[src/rtl/qracc_pkg.sv]
// rtl/qracc_pkg.sv - shared types and default timing for the SRAM read/write controller
package qracc_pkg;

    typedef enum logic [2:0] {
        IDLE    = 3'd0,
        PCH     = 3'd1,
        WL      = 3'd2,
        SENSE   = 3'd3,
        RESP    = 3'd4,
        RECOVER = 3'd5
    } sram_ctrl_state_t;

    localparam int SRAM_NUM_ROWS   = 128;
    localparam int SRAM_NUM_COLS   = 32;
    localparam int SRAM_PCH_CYCLES = 2;
    localparam int SRAM_WL_CYCLES  = 2;

endpackage

[src/rtl/wl_onehot_dec.sv]
// rtl/wl_onehot_dec.sv - row address to one-hot wordline, all-zero when disabled
module wl_onehot_dec #(
    parameter int numRows = 128
) (
    input  logic [$clog2(numRows)-1:0] addr_i,
    input  logic                       en_i,
    output logic [numRows-1:0]         wl_o
);

    always_comb begin
        wl_o = '0;
        if (en_i) begin
            wl_o[addr_i] = 1'b1;
        end
    end

endmodule

[src/rtl/qracc_sram_rw_ctrl.sv]
// rtl/qracc_sram_rw_ctrl.sv - sequences one SRAM request into precharge/wordline/write-or-sense pin timing
module qracc_sram_rw_ctrl
    import qracc_pkg::*;
#(
    parameter int numRows   = SRAM_NUM_ROWS,
    parameter int numCols   = SRAM_NUM_COLS,
    parameter int pchCycles = SRAM_PCH_CYCLES,
    parameter int wlCycles  = SRAM_WL_CYCLES
) (
    input  logic                       clk,
    input  logic                       rst,
    input  logic                       rq_valid_i,
    input  logic                       rq_wr_i,
    input  logic [$clog2(numRows)-1:0] addr_i,
    input  logic [numCols-1:0]         wr_data_i,
    input  logic                       mac_busy_i,
    output logic                       rq_ready_o,
    output logic                       rd_valid_o,
    output logic [numCols-1:0]         rd_data_o,
    output logic [numRows-1:0]         WL_o,
    output logic                       PCH_o,
    output logic                       WRITE_o,
    output logic [numCols-1:0]         WR_DATA_o,
    output logic [numCols-1:0]         CSEL_o,
    output logic                       SAEN_o,
    input  logic [numCols-1:0]         SA_OUT_i
);

    localparam int AW      = $clog2(numRows);
    localparam int CNT_MAX = (pchCycles > wlCycles) ? pchCycles : wlCycles;
    localparam int CW      = $clog2(CNT_MAX) + 1;
    localparam logic [CW-1:0] PCH_LOAD = CW'(pchCycles - 1);
    localparam logic [CW-1:0] WL_LOAD  = CW'(wlCycles - 1);
    localparam logic [CW-1:0] CNT_ONE  = CW'(1);

    sram_ctrl_state_t   state_q, state_d;
    logic [CW-1:0]      cnt_q, cnt_d;
    logic               wr_q, wr_d;
    logic [AW-1:0]      addr_q, addr_d;
    logic [numCols-1:0] data_q, data_d;
    logic [numCols-1:0] rd_data_q, rd_data_d;
    logic               accept;
    logic               wl_en;

    // Gating with rst keeps the port closed for the whole reset pulse, not just after it.
    assign rq_ready_o = (state_q == IDLE) && !mac_busy_i && !rst;
    assign accept     = rq_valid_i && rq_ready_o;

    always_ff @(posedge clk or posedge rst) begin
        if (rst) begin
            state_q   <= IDLE;
            cnt_q     <= '0;
            wr_q      <= 1'b0;
            addr_q    <= '0;
            data_q    <= '0;
            rd_data_q <= '0;
        end else begin
            state_q   <= state_d;
            cnt_q     <= cnt_d;
            wr_q      <= wr_d;
            addr_q    <= addr_d;
            data_q    <= data_d;
            rd_data_q <= rd_data_d;
        end
    end

    always_comb begin
        state_d   = state_q;
        cnt_d     = cnt_q;
        wr_d      = wr_q;
        addr_d    = addr_q;
        data_d    = data_q;
        rd_data_d = rd_data_q;
        case (state_q)
            IDLE: begin
                if (accept) begin
                    state_d = PCH;
                    cnt_d   = PCH_LOAD;
                    wr_d    = rq_wr_i;
                    addr_d  = addr_i;
                    data_d  = wr_data_i;
                end
            end
            PCH: begin
                if (cnt_q == '0) begin
                    state_d = WL;
                    cnt_d   = WL_LOAD;
                end else begin
                    cnt_d = cnt_q - CNT_ONE;
                end
            end
            WL: begin
                if (cnt_q == '0) begin
                    state_d = wr_q ? RECOVER : SENSE;
                end else begin
                    cnt_d = cnt_q - CNT_ONE;
                end
            end
            SENSE: begin
                rd_data_d = SA_OUT_i;
                state_d   = RESP;
            end
            RESP:    state_d = IDLE;
            RECOVER: state_d = IDLE;
            default: state_d = IDLE;
        endcase
    end

    // Wordline stays up through SENSE so the sense amps see a driven bitline pair.
    assign wl_en      = (state_q == WL) || (state_q == SENSE);
    assign PCH_o      = (state_q == PCH);
    assign WRITE_o    = (state_q == WL) && wr_q;
    assign WR_DATA_o  = WRITE_o ? data_q : '0;
    assign CSEL_o     = wl_en ? '1 : '0;
    assign SAEN_o     = (state_q == SENSE);
    assign rd_valid_o = (state_q == RESP);
    assign rd_data_o  = rd_data_q;

    wl_onehot_dec #(
        .numRows(numRows)
    ) u_wl_dec (
        .addr_i(addr_q),
        .en_i  (wl_en),
        .wl_o  (WL_o)
    );

endmodule

[config.mk]
export PLATFORM = sky130hd
export DESIGN_NAME = qracc_sram_rw_ctrl
export DESIGN_NICKNAME = d
export VERILOG_FILES = /design/src/rtl/qracc_pkg.sv /design/src/rtl/wl_onehot_dec.sv /design/src/rtl/qracc_sram_rw_ctrl.sv
export SDC_FILE = /design/constraint.sdc
export NUM_CORES = 1
export LEC_CHECK = 0
export ABC_AREA = 1
export ABC_CLOCK_PERIOD_IN_PS = 6100
export BUFFER_PORTS_ARGS = -buffer_cell sky130_fd_sc_hd__buf_2
export CAP_MARGIN = 10
export CORE_AREA = 5 5 114 116
export DETAILED_ROUTE_END_ITERATION = 7
export DIE_AREA = 0 0 119 121
export PLACE_DENSITY_LB_ADDON = 0.05
export SKIP_CTS_REPAIR_TIMING = 1
export SYNTH_ARGS = -nofsm -noshare
export SYNTH_HDL_FRONTEND = slang
export SYNTH_SLANG_ARGS = --single-unit
[constraint.sdc]
create_clock -name clk -period 6.1 [get_ports clk]
set_input_delay 1.22 -clock clk [delete_from_list [all_inputs] [get_ports clk]]
set_output_delay 1.22 -clock clk [all_outputs]
set_load 0.005 [all_outputs]
Yosys cells after proc, flatten, opt, wreduce, memory -nomap -nowiden:

Index checks and enable logic that the tools add are counted.

* flip-flop bits (word level): 77
* output and inout port bits: 229

* $add $sub $neg: 1
* order comparisons: 2
* equal/unequal tests: 8
* muxes and demuxes: 14
* reductions and logical operators: 14

Operators with widths (number)
* $mux 128: 1
* $mux 32: 2
* $mux 3: 4
* $pmux 3 s4: 1
* $lt 7x8->1 const B: 1
* $demux 1 s7: 1
* $ge 7x1->1 const B: 1
* $eq 3x2->1 const B: 2
* $mux 2: 3
* $ne 2x2->1 const B: 3
* $pmux 2 s3: 1
* $reduce_and 3->1: 2
* $logic_and 1x1->1: 5
* $eq 3x1->1 const B: 1
* $eq 3x3->1 const B: 1
* $logic_not 3->1: 1
* $reduce_bool 3->1: 1
* $logic_not 1->1: 2
* $logic_not 2->1: 1
* $ne 2x1->1 const B: 1
* $reduce_and 2->1: 1
* $sub 2x1->2 const B: 1
* $logic_or 1x1->1: 1
* $mux 1: 1

Depth between registers and ports, before layout:

* depth after elaboration: 6
* mapped depth: 8

Modules after synthesis:

A second synthesis with hierarchy kept.

* cells, all modules: 659
* area total of the unflattened synthesis: 4613.2 um2

Modules (own cells, without submodules)
* qracc_sram_rw_ctrl: times used 1, cells each 467, area each 3642.2 um2, seq. area each 1926.8 um2
* wl_onehot_dec: times used 1, cells each 192, area each 970.9 um2, seq. area each 0.0 um2

Worst setup path after synthesis:

No wires, ideal clock.

* kind: input port to output port
* start: input mac_busy_i
* end: output rq_ready_o
* arrival: 1.749 ns
* data required time: 4.880 ns
* slack: 3.131 ns
* stages on the path: 4
* buffers on the path: 1
* cells stage by stage: nor2_1 -> inv_1 -> nor2_4 -> buf_2

* cells in the longest elaborated chain, start to end: 3

Ends and longest elaborated chain
* from (decl): RTL line qracc_sram_rw_ctrl.sv:16 `input logic mac_busy_i,`
* $logic_not 1->1: RTL line qracc_sram_rw_ctrl.sv:46 `assign rq_ready_o = (state_q == IDLE) && !mac_busy_i && !rst;`
* $logic_and 1x1->1 (2 in series): RTL line qracc_sram_rw_ctrl.sv:46
* to (decl): RTL line qracc_sram_rw_ctrl.sv:17 `output logic rq_ready_o,`

Every way passes these cells.

Worst setup path after layout:

* start: register state_q[2]
* end: output SAEN_o

* cells in the longest elaborated chain, start to end: 1

Ends and longest elaborated chain
* from (decl): RTL line qracc_sram_rw_ctrl.sv:36 `sram_ctrl_state_t state_q, state_d;`
* from (signal assigned): RTL line qracc_sram_rw_ctrl.sv:58 `state_q <= state_d;`
* $eq 3x2->1: RTL line qracc_sram_rw_ctrl.sv:115 `assign SAEN_o = (state_q == SENSE);`
* to (decl): RTL line qracc_sram_rw_ctrl.sv:25 `output logic SAEN_o,`

Every way passes these cells.

==> results.ini <==
[cells_and_area]
design_area_um2=6120
drive_gt1_share_pct=37.5
finalNonFillerCells=1064
antennaDiodeCount=0
areaGrowthSynthToFinish_pct=33.3
final_nets=992

[cts]
numCtsBuffers=9
ctsLongestPathBuffers=2
cts_tree=built
cts_sinks=77
clk_pin_slew_ns=0.05
clk_latency_ns=0.33
htreeDepth=3
cts_root_buf=clkbuf_16

[yosys]
yosys-top-cells-area=dfrtp_1, nand2_1, nor2_1
synth_top_cell_area_share_pct=42.0
ys_types=26
syn_avg_cell_area_um2=6.94
synth.top_cells.by_count=nand2_1, nor2_1, dfrtp_1, inv_1, nand3_1
netlist_area_um2=4590
seq_area_frac_synth_pct=42.0
synth_ff_type=dfrtp_1
synthCells=662
synth_area_leader_cell=dfrtp_1
async_reset_ff_share_pct=100
yosys_warnings=0
synth_edf_count=0
post-synth-top-count-cell=nand2_1
ys_ff_latch=77
syn_nets=740

[setup_path]
critPathLaunchType=flop
cp_top_family=simple AND/OR/NAND/NOR gates
crit_fanout=45
crit_chain=nor2_8, nand2_2, inv_2, buf_2
crit_slowest_cell=inv_2
timing.critical_path.buf_inv=2
critPathKind=reg2out
cpPeakStageDelay_ns=0.59
end_kind=output pin
worstPathRequired_ns=4.88
cp_data_arrival_time_ns=2.63

[grt]
grt_pass1_wl_um=23800
grt_usage_pct=20.4
antenna_found_initial=0
grt_overflow=0
grt_max_degree=78
grt_pass1_vias=4612

[place]
place_ws_ns=2.56
gp_congestion=0.809
placed_area_um2=5840
dp_hpwl_um=11800
port_buffers=304
placed_cells=1050

[pwr]
comb_power_share_pct=41.5
p_per_area_nw_per_um2=402
p_int_mw=1.44
seqPwrFrac_pct=38.0
switching_share_pct=41.5
ir_drop_uv=205
switchingPower_mw=1.02
p_clk_share_pct=20.5
p_leak_nw=3.77

[min_path]
hp-class=reg2reg

[timing]
finalCriticalPeriod_ns=3.85
setup-tns-final_ns=0
setup_viol=0
fmax_mhz=260
rsz0062_at_grt=false
slew_violations=0
final_hold_viol_count=0
max-slew-margin-rel_pct=35.0
worstMarginPinSlew_ns=0.974
setup_ws_ns=2.25
finalCritPeriodShare_pct=63.1
skew_ns=0.00506

[floorplan]
rows=40
core_um2=11800
dieWidth_um=119
die_h_um=121
start_util_pct=38.9
top_level_ports=305
die_area_um2=14400

[route]
via_count=4940
avgRoutedWirePerCell_um=14.6
wl_um=15500
viasPerCell=4.64
remaining_drc_errors=0
drtIter0Drc=348
ant_nets=0
first_pass_iters=6

[outcome]
outcome=complete, no violations

[flow_run]
cap_violations=0

## cells by family (layout without fill, tap and decap cells)
family                   after synthesis  after routing  share of synthesized area (%)
buffers and inverters                126            381                           15.3
flip-flops                            77             77                           42.0
AND/OR/NAND/NOR                      453            453                           41.8
adder cells (fa/ha/maj)                2              2                          0.545
AO/OA/AOI/OAI                          4              4                          0.436
## worst reg2reg max path: cells and delay by family (launching register included)
| kind | cells | cell delay (ns) |
|---|---|---|
| DFF | 1 | 0.47 |
| buffers and inverters | 1 | 0.59 |
| and+or+nand+nor | 4 | 1.21 |
## metrics by stage
step	util, %	power, mW	hold WS [ns]
global placement	49.5	1.96	0.453
global route	51.8	2.69	0.488
CTS	51.8	2.50	0.472
detailed placement	49.5	1.98	0.458
finish	51.8	2.46	0.468
floorplan	-	1.70	0.442
## path summary, 6_finish.rpt
check	slack [ns]	depth (start not counted)	from	endpoint
worst min-delay path	0.47	2	data_q[11]	data_q[11]
worst max register to register	3.76	5	state_q[2]	rd_data_o[11]
worst max-delay path	2.25	4	state_q[2]	SAEN_o
max in group asynchronous	4.27	3	rst	data_q[30]
min in group asynchronous	1.21	3	rst	data_q[23]
worst min register to register	0.47	2	data_q[11]	data_q[11]
## area by class of cell
type	instances	area [µm²]
timing repair buffer	306	1540
sequential	77	1930
inverter	61	233
clock inverter	5	53.8
fill	1206	5690
clock buffer	9	225
multi-input combinational	459	1960
tap	147	184
## sequential cells by signal (all words and copies together) (netlist names)
| signal | flops |
|---|---|
| addr_q | 7 |
| wr_q | 1 |
| data_q | 32 |
| cnt_q | 2 |
| rd_data_o | 32 |
| state_q | 3 |
## metal layers
metal / GRT usage, % / share of wire, %
met5: 0 / 0
met4: 7.46 / 2.3
met3: 3.96 / 7.4
met2: 35.4 / 50
met1: 25.3 / 40
## layout by cell type, fill, tap and decap left out, drive strengths merged, types with 4 or more instances in the layout
cell	synthesis	routed
buf	60	306
clkbuf	5	9
clkinv	0	5
dfrtp	77	77
inv	61	60
nand2	221	221
nand3	49	49
nand4	4	4
nor2	169	169
nor3	6	6
## power groups by stage
stage | logic [mW] | clock network [mW] | registers, mW
after CTS | 1.04 | 0.522 | 0.938
final | 1.02 | 0.504 | 0.936
after global placement | 1.02 | 0 | 0.933
after detailed placement | 1.04 | 0 | 0.941
after floorplan | 0.800 | 0 | 0.900
after global routing | 1.17 | 0.543 | 0.972
Note: power is estimated with default switching activity, not from simulation.
